--- config.mk ---
export PLATFORM = sky130hd
export DESIGN_NAME = cordic_stream_scheduler
export DESIGN_NICKNAME = d
export VERILOG_FILES = /design/src/rtl/cordic_sched_pkg.sv /design/src/rtl/cordic_stream_scheduler_tag_fifo.sv /design/src/rtl/cordic_stream_scheduler.sv
export SDC_FILE = /design/constraint.sdc
export NUM_CORES = 1
export LEC_CHECK = 0
export BUFFER_PORTS_ARGS = -buffer_cell sky130_fd_sc_hd__buf_2
export CAP_MARGIN = 20
export CORE_MARGIN = 2
export CORE_UTILIZATION = 45
export CTS_CLUSTER_DIAMETER = 40
export DETAILED_ROUTE_END_ITERATION = 6
export PLACE_DENSITY_LB_ADDON = 0.08
export SLEW_MARGIN = 20
export SYNTH_ARGS = -nofsm -noshare
export SYNTH_HDL_FRONTEND = slang
export SYNTH_SLANG_ARGS = --single-unit
--- constraint.sdc ---
create_clock -name s00_axis_aclk -period 5.9 [get_ports s00_axis_aclk]
set_input_delay 0.295 -clock s00_axis_aclk [delete_from_list [all_inputs] [get_ports s00_axis_aclk]]
set_output_delay 0.295 -clock s00_axis_aclk [all_outputs]
set_load 0.05 [all_outputs]
--- src/rtl/cordic_sched_pkg.sv ---
// rtl/cordic_sched_pkg.sv - shared types and arbitration helper for the CORDIC stream scheduler
package cordic_sched_pkg;

  typedef enum logic {IDLE, LOCKED} sched_state_t;

  localparam int CORDIC_LATENCY = 15;

  // Round-robin pick: first set bit of req after ptr, modulo num_ch (up to 8 channels).
  function automatic logic [2:0] next_rr(input logic [7:0] req, input logic [2:0] ptr,
                                         input int num_ch);
    logic [2:0] sel;
    logic       found;
    int         idx;
    sel   = ptr;
    found = 1'b0;
    for (int i = 1; i <= 8; i++) begin
      if (i <= num_ch && !found) begin
        idx = (int'(ptr) + i) % num_ch;
        if (req[idx[2:0]]) begin
          sel   = idx[2:0];
          found = 1'b1;
        end
      end
    end
    return sel;
  endfunction

endpackage

--- src/rtl/cordic_stream_scheduler_tag_fifo.sv ---
// rtl/cordic_stream_scheduler_tag_fifo.sv - channel-tag FIFO tracking beats in flight through the CORDIC
module tag_fifo #(
  parameter int WIDTH = 2,
  parameter int DEPTH = 32
) (
  input  logic             clk,
  input  logic             rst_n,
  input  logic             push,
  input  logic             pop,
  input  logic [WIDTH-1:0] din,
  output logic [WIDTH-1:0] dout,
  output logic             full,
  output logic             empty
);

  localparam int AW = $clog2(DEPTH);

  logic [WIDTH-1:0] mem [DEPTH];
  logic [AW-1:0]    wr_ptr;
  logic [AW-1:0]    rd_ptr;
  logic [AW:0]      count;
  logic             do_push;
  logic             do_pop;

  assign full    = (count == (AW+1)'(DEPTH));
  assign empty   = (count == '0);
  assign do_push = push & ~full;
  assign do_pop  = pop & ~empty;
  assign dout    = mem[rd_ptr];

  always_ff @(posedge clk) begin
    if (do_push) mem[wr_ptr] <= din;
  end

  // Power-of-two depth lets the pointers wrap by natural overflow.
  always_ff @(posedge clk or negedge rst_n) begin
    if (!rst_n) begin
      wr_ptr <= '0;
      rd_ptr <= '0;
      count  <= '0;
    end else begin
      if (do_push) wr_ptr <= wr_ptr + AW'(1);
      if (do_pop)  rd_ptr <= rd_ptr + AW'(1);
      case ({do_push, do_pop})
        2'b10:   count <= count + (AW+1)'(1);
        2'b01:   count <= count - (AW+1)'(1);
        default: count <= count;
      endcase
    end
  end

endmodule

--- src/rtl/cordic_stream_scheduler.sv ---
// rtl/cordic_stream_scheduler.sv - round-robin sharing of one CORDIC pipeline across IQ streams
module cordic_stream_scheduler
  import cordic_sched_pkg::*;
#(
  parameter int NUM_CH        = 4,
  parameter int CH_W          = 2,
  parameter int DATA_W        = 32,
  parameter int TAG_DEPTH     = 32,
  parameter bit LOCK_ON_TLAST = 1'b1
) (
  input  logic                     s00_axis_aclk,
  input  logic                     s00_axis_aresetn,
  input  logic [NUM_CH*DATA_W-1:0] s_tdata,
  input  logic [NUM_CH-1:0]        s_tvalid,
  input  logic [NUM_CH-1:0]        s_tlast,
  output logic [NUM_CH-1:0]        s_tready,
  input  logic [NUM_CH-1:0]        ch_enable,
  output logic [DATA_W-1:0]        cor_s_tdata,
  output logic                     cor_s_tvalid,
  output logic                     cor_s_tlast,
  output logic [DATA_W/8-1:0]      cor_s_tstrb,
  input  logic                     cor_s_tready,
  input  logic [DATA_W-1:0]        cor_m_tdata,
  input  logic                     cor_m_tvalid,
  input  logic                     cor_m_tlast,
  output logic                     cor_m_tready,
  output logic [DATA_W-1:0]        m00_axis_tdata,
  output logic                     m00_axis_tvalid,
  output logic                     m00_axis_tlast,
  output logic [CH_W-1:0]          m00_axis_tuser,
  input  logic                     m00_axis_tready,
  output logic                     tag_err
);

  sched_state_t    state, state_n;
  logic [CH_W-1:0] grant, grant_n;
  logic [CH_W-1:0] rr_ptr, rr_n;
  logic [7:0]      req_ext;
  logic [2:0]      pick;
  logic            cur_valid;
  logic            cur_last;
  logic            accept;
  logic            tag_full;
  logic            tag_empty;
  logic            tag_pop;

  always_comb begin
    req_ext = '0;
    req_ext[NUM_CH-1:0] = s_tvalid & ch_enable;
  end

  assign pick      = next_rr(req_ext, 3'(rr_ptr), NUM_CH);
  assign cur_valid = s_tvalid[grant];
  assign cur_last  = s_tlast[grant];

  assign cor_s_tdata  = s_tdata[grant*DATA_W +: DATA_W];
  assign cor_s_tlast  = cur_last;
  assign cor_s_tstrb  = '1;
  assign cor_s_tvalid = (state == LOCKED) & cur_valid & ~tag_full;
  assign accept       = cor_s_tvalid & cor_s_tready;

  // Downstream ready is the single stall path; the CORDIC advances only with it.
  assign cor_m_tready    = m00_axis_tready;
  assign m00_axis_tdata  = cor_m_tdata;
  assign m00_axis_tvalid = cor_m_tvalid;
  assign m00_axis_tlast  = cor_m_tlast;
  assign tag_pop         = m00_axis_tvalid & m00_axis_tready;

  always_comb begin
    state_n  = state;
    grant_n  = grant;
    rr_n     = rr_ptr;
    s_tready = '0;
    case (state)
      IDLE: begin
        if (|req_ext) begin
          grant_n = CH_W'(pick);
          state_n = LOCKED;
        end
      end
      LOCKED: begin
        s_tready[grant] = cor_s_tready & ~tag_full;
        if (accept && (cur_last || !LOCK_ON_TLAST)) begin
          rr_n    = grant;
          state_n = IDLE;
        end
      end
      default: state_n = IDLE;
    endcase
  end

  always_ff @(posedge s00_axis_aclk or negedge s00_axis_aresetn) begin
    if (!s00_axis_aresetn) begin
      state  <= IDLE;
      grant  <= '0;
      rr_ptr <= CH_W'(NUM_CH - 1);
    end else begin
      state  <= state_n;
      grant  <= grant_n;
      rr_ptr <= rr_n;
    end
  end

  // Sticky: a result with no tag means the tag/beat pairing is lost until reset.
  always_ff @(posedge s00_axis_aclk or negedge s00_axis_aresetn) begin
    if (!s00_axis_aresetn) begin
      tag_err <= 1'b0;
    end else if (tag_pop && tag_empty) begin
      tag_err <= 1'b1;
    end
  end

  tag_fifo #(
    .WIDTH (CH_W),
    .DEPTH (TAG_DEPTH)
  ) u_tag_fifo (
    .clk   (s00_axis_aclk),
    .rst_n (s00_axis_aresetn),
    .push  (accept),
    .pop   (tag_pop),
    .din   (grant),
    .dout  (m00_axis_tuser),
    .full  (tag_full),
    .empty (tag_empty)
  );

endmodule

==> results of run 1 <==
==> worst max-delay path: stages, from the launching register on <==
cell	delay, ps
dfrtp_4	650
mux4_2	570
o2111a_1	320
inv_1	150
ha_1	320
nor2b_1	250
mux2i_1	90
or4_1	410
a221oi_1	320
xor2_1	170
==> kinds of logic after synthesis <==
kind of cell	share of synthesized area, %
other	0.0732
muxes	22.7
adders and majority gates	1.95
DFF	48.3
and+or+nand+nor	9.36
AOI/OAI and AO/OA	6.28
buffers and inverters	8.72
xor gates and xnor gates	2.57
==> cells in the mapped netlist (7+ instances only) <==
cell type | instances | share of area, %
ha_1 | 8 | 2.0
buf_4 | 40 | 5.9
a21oi_1 | 8 | 0.78
buf_2 | 9 | 0.88
dfrtp_1 | 20 | 9.8
xnor2_1 | 8 | 1.4
mux4_2 | 34 | 15
clkbuf_1 | 8 | 0.59
nor2_1 | 42 | 3.1
a22oi_1 | 15 | 2.2
edfxtp_1 | 64 | 38
nand2_1 | 22 | 1.6
mux2i_1 | 33 | 6.5
xor2_1 | 7 | 1.2
==> routing by layer <==
layer | vias up | wire (um)
met2 | 221 | 8300
met3 | 24 | 1520
li1 | 1734 | -
met5 | - | 0
met1 | 2003 | 6490
met4 | 0 | 303
==> final cells by class <==
type / count / area [sq um] / area share (%)
sequential: 86 / 2480 / 40.2
clock inverter: 5 / 46.3 / 0.750
inverter: 5 / 18.8 / 0.304
multi-input combinational: 241 / 2210 / 35.8
antenna: 4 / 10.0 / 0.162
clock buffer: 11 / 264 / 4.28
timing repair buffer: 191 / 968 / 15.7
tap: 140 / 175 / 2.84
==> state kept, by name, summed over array words and instances (netlist names) <==
| signal | cells |
|---|---|
| rr_ptr | 2 |
| u_tag_fifo.mem | 64 |
| u_tag_fifo.wr_ptr | 5 |
| u_tag_fifo.rd_ptr | 5 |
| tag_err | 1 |
| state | 1 |
| grant | 2 |
| u_tag_fifo.count | 6 |
==> how the worst min path moves through the flow <==
stage	start	endpoint	slack, ps	cells past startpoint
after floorplan	s00_axis_aresetn	grant[0]	-0.6	0
after global placement	s00_axis_aresetn	state	300	1
after detailed placement	s00_axis_aresetn	u_tag_fifo.count[1]	310	1
after CTS	m00_axis_tready	tag_err	230	2
after global routing	m00_axis_tready	tag_err	240	2
final	m00_axis_tready	tag_err	240	2
==> power breakdown <==
part,switching (mW),internal [mW]
registers,0.165,0.816
logic,1.16,0.617
clock network,0.242,0.330
total,1.57,1.76
==> cells in the final DEF, fill, tap and decap left out, drive strengths merged, types with 2 or more instances in the layout <==
| cell type | count |
|---|---|
| dfstp | 2 |
| nor2b | 3 |
| ha | 8 |
| clkbuf | 11 |
| nand3 | 3 |
| mux2 | 6 |
| nand4b | 2 |
| nand4 | 2 |
| and3 | 4 |
| xor2 | 7 |
| a22oi | 15 |
| o21ai | 6 |
| a31oi | 3 |
| and4b | 2 |
| o311ai | 2 |
| edfxtp | 64 |
| clkinv | 2 |
| o211a | 2 |
| nand3b | 3 |
| a21oi | 8 |
| dfrtp | 20 |
| nand2 | 24 |
| or4 | 2 |
| inv | 8 |
| buf | 190 |
| conb | 4 |
| mux2i | 33 |
| xnor2 | 8 |
| diode | 4 |
| nor2 | 42 |
| or3b | 2 |
| mux4 | 34 |
==> summary.md, run 1 <==
| Metric | Value |
|---|---|
| Vias per inst | `5.83` |
| H-tree depth | `3` |
| DR WL/cell | `24.3 um` |
| Max-slew headroom | `45.9%` |
| Initial antenna violation count | `5` |
| WL final | `16.6 mm` |
| DRC Markers | `0` |
| Pwr Total | `3.33 mW` |
| Max Cap Viol | `0` |
| Start of the worst register-to-register path | `grant[0]` |
| WHS | `237 ps` |
| # nets final | `720` |
| Crit path DAT | `3570 ps` |
| Yosys cell types | `52` |
| Dpl hpwl | `13.0 mm` |
| P&R area growth vs syn | `20.5%` |
| Mapped Cells | `393` |
| Post-DP Area | `5840 sq um` |
| Setup TNS Final | `0 ps` |
| Final GP Congestion | `0.950` |
| Final Max Tran Viols | `0` |
| RSZ-0062 raised after global routing | `no` |
| PwrDens | `540 nW/um^2` |
| Design Area, Final | `6170 sq um` |
| Total placed cells including tap cells | `662` |
| DR iter-0 viols | `387` |
| Setup Fix Bufs, Post-CTS | `0` |
| FF-to-FF setup slack | `2580 ps` |
| Clk buf depth | `2` |
| Mean post-synth cell area | `13.0 sq um` |
| Critical path peak fanout | `31` |
| GR met3 Demand/Resource | `6.72%` |
| IO Count | `258` |
| Initial Utilization | `46.6%` |
| Synthesized cell area | `5120 sq um` |
| Fraction of registers with async set/reset | `25.6%` |
| R2R Path End | `u_tag_fifo.count[5]` |
| Vias | `3982` |
| Die H | `111 um` |
| CTS tree | `yes` |
| Die Area | `12300 sq um` |
| Die width | `111 um` |
| Fmax | `302 MHz` |
| Tcrit/Tclk final | `56.2%` |
| Setup Viol. Count Final | `0` |
| Drt first pass iters | `7` |
| Crit. End Element | `flip-flop` |
| Yosys warning count | `0` |
| TritonCTS Buffers | `9` |
| Final Hold Fails | `0` |
| Register-to-Register Path Depth | `9` |
| Synth Register Bits | `86` |
| Site Rows | `38` |
| CP Launch Type | `flip-flop` |
| Vias in the first global route | `4039` |
| M1 GR Usage | `34.0%` |
| Clock skew | `9.21 ps` |
| Top_reg_cell synth | `edfxtp_1` |
| IO Port Bufs | `187` |
| Routing usage on met2 | `44.8%` |
| Final core utilization | `56.2%` |
| Post-CTS resize count | `0` |
| Tmin final | `3320 ps` |
| Non-Filler Instances | `683` |
| CTS Hold Bufs | `1` |
| HP Class | `input pin to flip-flop` |
| Worst slew pin tran | `812 ps` |
| Worst slack, placed | `2580 ps` |
| CTS clock-pin slew for the worst setup and hold paths | `70 ps` |
| Congestion Overflow GR | `0` |
| Skew-Pair Late Insertion Delay | `330 ps` |
| Gr usage total | `26.7%` |
| Layout cell share with drive strength beyond 1 | `47.5%` |
| Outcome | `finished, final reports clean` |
| Critical path launch point | `grant[0]` |
| GRT Max-Usage Layer | `met2` |
| Worst vdd ir | `289 uV` |
| Post-route setup slack | `2580 ps` |
| FILL cells | `948` |
| Global-route wire length before repair | `24.3 mm` |
| Root Buffer | `clkbuf_16` |
| Critical path class | `flip-flop to flip-flop` |
| Setup crit end | `u_tag_fifo.count[5]` |
| Sink Count | `86` |
| Leakage | `2.59 nW` |
| Pin count of the biggest net entering global routing | `72` |
| CORE AREA | `11000 sq um` |
| Req. time, crit path | `6160 ps` |
| Post-synth EDFFs | `64` |
| Sequential area share after synthesis | `48.3%` |
| Post-route ant nets | `0` |
No activity file was read; power rests on OpenSTA's default activity.
==> run 2: changes to the inputs <==
- ABC_AREA: default -> 1
- clock period: 5.9 -> 3.2 ns (I/O delays scaled with it)
==> summary.md, run 2 <==
| Metric | Value |
|---|---|
| Post-synth EDFFs | `64 (unchanged)` |
| CTS tree | `yes` |
| CORE AREA | `11500 sq um (+4.4%)` |
| Skew-Pair Late Insertion Delay | `340 ps (about the same)` |
| Leakage | `2.90 nW (+12%)` |
| Critical Path Max Stage Delay | `410 ps (-240 ps)` |
| CP Launch Type | `flip-flop` |
| Final GP Congestion | `0.853 (-10%)` |
| Clk buf depth | `2 (unchanged)` |
| Outcome | `finished, final reports clean` |
| HP Class | `input pin to flip-flop` |
| Post-route ant nets | `0 (unchanged)` |
| Fmax | `367 MHz (+22%)` |
| Crit. End Element | `flip-flop` |
| Max-slew headroom | `63.1% (+17 points)` |
| Worst path depth | `14 (+5)` |
| Die width | `113 um (+1.7%)` |
| TritonCTS Buffers | `9 (unchanged)` |
| Final Hold Fails | `0 (unchanged)` |
| Max Cap Viol | `0 (unchanged)` |
| Yosys top cell area share | `36.2% (-1.3 points)` |
| Top delay family on crit path | `simple AND/OR/NAND/NOR gates` |
| DR iter-0 viols | `424 (+9.6%)` |
| Site Rows | `39 (+2.6%)` |
| Vias | `5158 (+30%)` |
| Critical path class | `flip-flop to flip-flop` |
| Req. time, crit path | `3420 ps (-2740 ps)` |
| Congestion Overflow GR | `0 (unchanged)` |
| Largest register FFs | `64 (unchanged)` |
| CTS clock-pin slew for the worst setup and hold paths | `60 ps (about the same)` |
| Fraction of registers with async set/reset | `25.6% (unchanged)` |
| Vias per inst | `5.54 (-5.0%)` |
| DR WL/cell | `19.0 um (-22%)` |
| Top_reg_cell synth | `edfxtp_1` |
| Post-DP Area | `6060 sq um (+3.7%)` |
| Mapped Cells | `639 (+63%)` |
| RSZ-0062 raised after global routing | `no` |
| Die Area | `12700 sq um (+3.5%)` |
| Register-to-Register Path Depth | `14 (+5)` |
| Synthesized cell area | `5310 sq um (+3.6%)` |
| # nets final | `964 (+34%)` |
| Drt first pass iters | `5 (-2)` |
| Clock skew | `6.84 ps (-2.37 ps)` |
| Layout cell share with drive strength beyond 1 | `29.6% (-18 points)` |
| Top-count cell post-synth | `nand2_1` |
| WL final | `17.7 mm (+6.6%)` |
| Setup Viol. Count Final | `0 (unchanged)` |
| Mean post-synth cell area | `8.30 sq um (-36%)` |
| Design Area, Final | `6410 sq um (+3.9%)` |
| Die H | `113 um (+1.7%)` |
| Gr usage total | `27.6% (+0.96 points)` |
| Tcrit/Tclk final | `85.1% (+29 points)` |
| Crit path DAT | `2950 ps (-620 ps)` |
| IO Port Bufs | `187 (unchanged)` |
| Worst vdd ir | `559 uV (+93%)` |
| Tmin final | `2720 ps (-593 ps)` |
| Most common cell after layout, fill and taps aside | `buf_2` |
| Critical path peak fanout | `39 (+26%)` |
| Synth Register Bits | `86 (unchanged)` |
| Most frequent cells after synthesis | `nand2_1 (155), edfxtp_1 (64), nor2_1 (59), a22oi_1 (54), nand3_1 (42)` |
| Largest register by flop count | `u_tag_fifo.mem` |
| Vias in the first global route | `4884 (+21%)` |
| Hold Path Depth | `3 (+1)` |
| CP bufs+invs | `2 (+1)` |
| Final Max Tran Viols | `0 (unchanged)` |
| Synth area leader | `edfxtp_1` |
| Max stage delay cell, worst path | `dfrtp_1` |
| DRC Markers | `0 (unchanged)` |
| Sequential area share after synthesis | `46.7% (-1.7 points)` |
| Yosys warning count | `0 (unchanged)` |
| Final core utilization | `55.9% (-0.28 points)` |
| Global-route wire length before repair | `26.6 mm (+9.6%)` |
| P&R area growth vs syn | `20.9%` |
| Initial Utilization | `46.3% (-0.36 points)` |
| Initial antenna violation count | `5 (unchanged)` |
| Pin count of the biggest net entering global routing | `40 (-44%)` |
| WHS | `114 ps (-123 ps)` |
| Pwr Total | `6.92 mW (+110%)` |
| Yosys cell types | `35 (-33%)` |
| Largest cells by area after synthesis | `edfxtp_1 (36%), nand2_1 (11%), dfrtp_1 (9.4%)` |
| Worst slew pin tran | `553 ps (-258 ps)` |
| Worst path cell trace | `nor2_1 -> nand2_1 -> o21ai_1 -> inv_2 -> and2_1 -> nand2_2 -> buf_4 -> ha_1 -> nand2_1 -> nand2_1 -> nand3_1 -> o21ai_1 -> xor2_1 -> o21ai_1` |
| Leading registers by flop count | `u_tag_fifo.mem (64), u_tag_fifo.count (6)` |
| PwrDens | `1080 nW/um^2 (+100%)` |
| H-tree depth | `3 (unchanged)` |
| Setup TNS Final | `0 ps (unchanged)` |
| Dpl hpwl | `13.5 mm (+3.7%)` |
| Sink Count | `86 (unchanged)` |
| Commonest cells after routing, fill and taps aside | `buf_2 (187), nand2_1 (155), edfxtp_1 (64)` |
| Root Buffer | `clkbuf_16` |
| IO Count | `258 (unchanged)` |
## run 2: changes by cell type after synthesis, moves of 27 or more
cell / before / now
nor3_1: 0 / 32
o21ai_1: 0 / 27
a22oi_1: 15 / 54
mux4_2: 34 / 0
mux2i_1: 33 / 0
nand3_1: 3 / 42
nand2_1: 22 / 155
## run 2: worst paths after layout
kind,startpoint,to,slack [ps]
worst max-delay path,u_tag_fifo.count[2],u_tag_fifo.count[4],480
worst min-delay path,m00_axis_tready,tag_err,110
worst max register to register,u_tag_fifo.count[2],u_tag_fifo.count[4],480
worst min register to register,tag_err,tag_err,490
max in group asynchronous,s00_axis_aresetn,rr_ptr[0],2490
min in group asynchronous,s00_axis_aresetn,u_tag_fifo.wr_ptr[1],340
## run 2: routing by layer
layer	vias to the layer above	GRT usage, %	wire length, um
li1	2454	-	-
met5	-	0	0
met2	232	43.2	8480
met3	30	6.53	1280
met1	2442	37.4	7500
met4	0	10.7	452
## run 2: timing repair
item / CTS / global route
hold buffers: 1 / 0
gates resized for setup: 0 / 0
setup buffers: 0 / 0
hold endpoints to repair: 20 / 0
setup endpoints to repair: 0 / 0
## run 2: area by class of cell
cell class | count | area [sq um]
fillers | 1053 | 5050
flip-flops and latches | 86 | 2470
multi-input cells | 444 | 2250
repair buffers | 197 | 1010
clock buffers | 11 | 253
well taps | 143 | 179
inverters | 40 | 150
clock inverters | 5 | 81.3
diodes | 5 | 12.5
## run 2: cells by family (layout without fill, tap and decap cells)
kind of cell               after synthesis  count (layout)  synth area share (%)
buffers and inverters                  112             253                  11.2
DFF                                     86              86                  46.7
AOI/OAI and AO/OA                      116             116                  14.1
xor gates and xnor gates                 9               9                  1.49
other                                    1               9                0.0707
adders and majority gates                8               8                  1.89
and+or+nand+nor                        307             307                  24.7
## run 2: worst register-to-register path, cell delays in order, from the launching register on
cell     delay (ps)
dfrtp_1         410
nor2_1          170
nand2_1          70
o21ai_1         150
inv_2            50
and2_1          220
nand2_2          90
buf_4           370
ha_1            360
nand2_1         120
nand2_1          80
nand3_1          80
o21ai_1         180
xor2_1          180
o21ai_1          70
## run 2: stage by stage
step	setup WS (ps)	std cells
final	476	931
after global placement	518	909
after detailed placement	504	909
after CTS	466	926
after floorplan	165	642
after global routing	182	930
## run 2: power by group
part           total, mW  internal, mW  switching, mW
Sequential          1.71          1.48          0.233
Combinational       4.04          1.04           3.00
Clock               1.17         0.727          0.442
Total               6.92          3.25           3.68
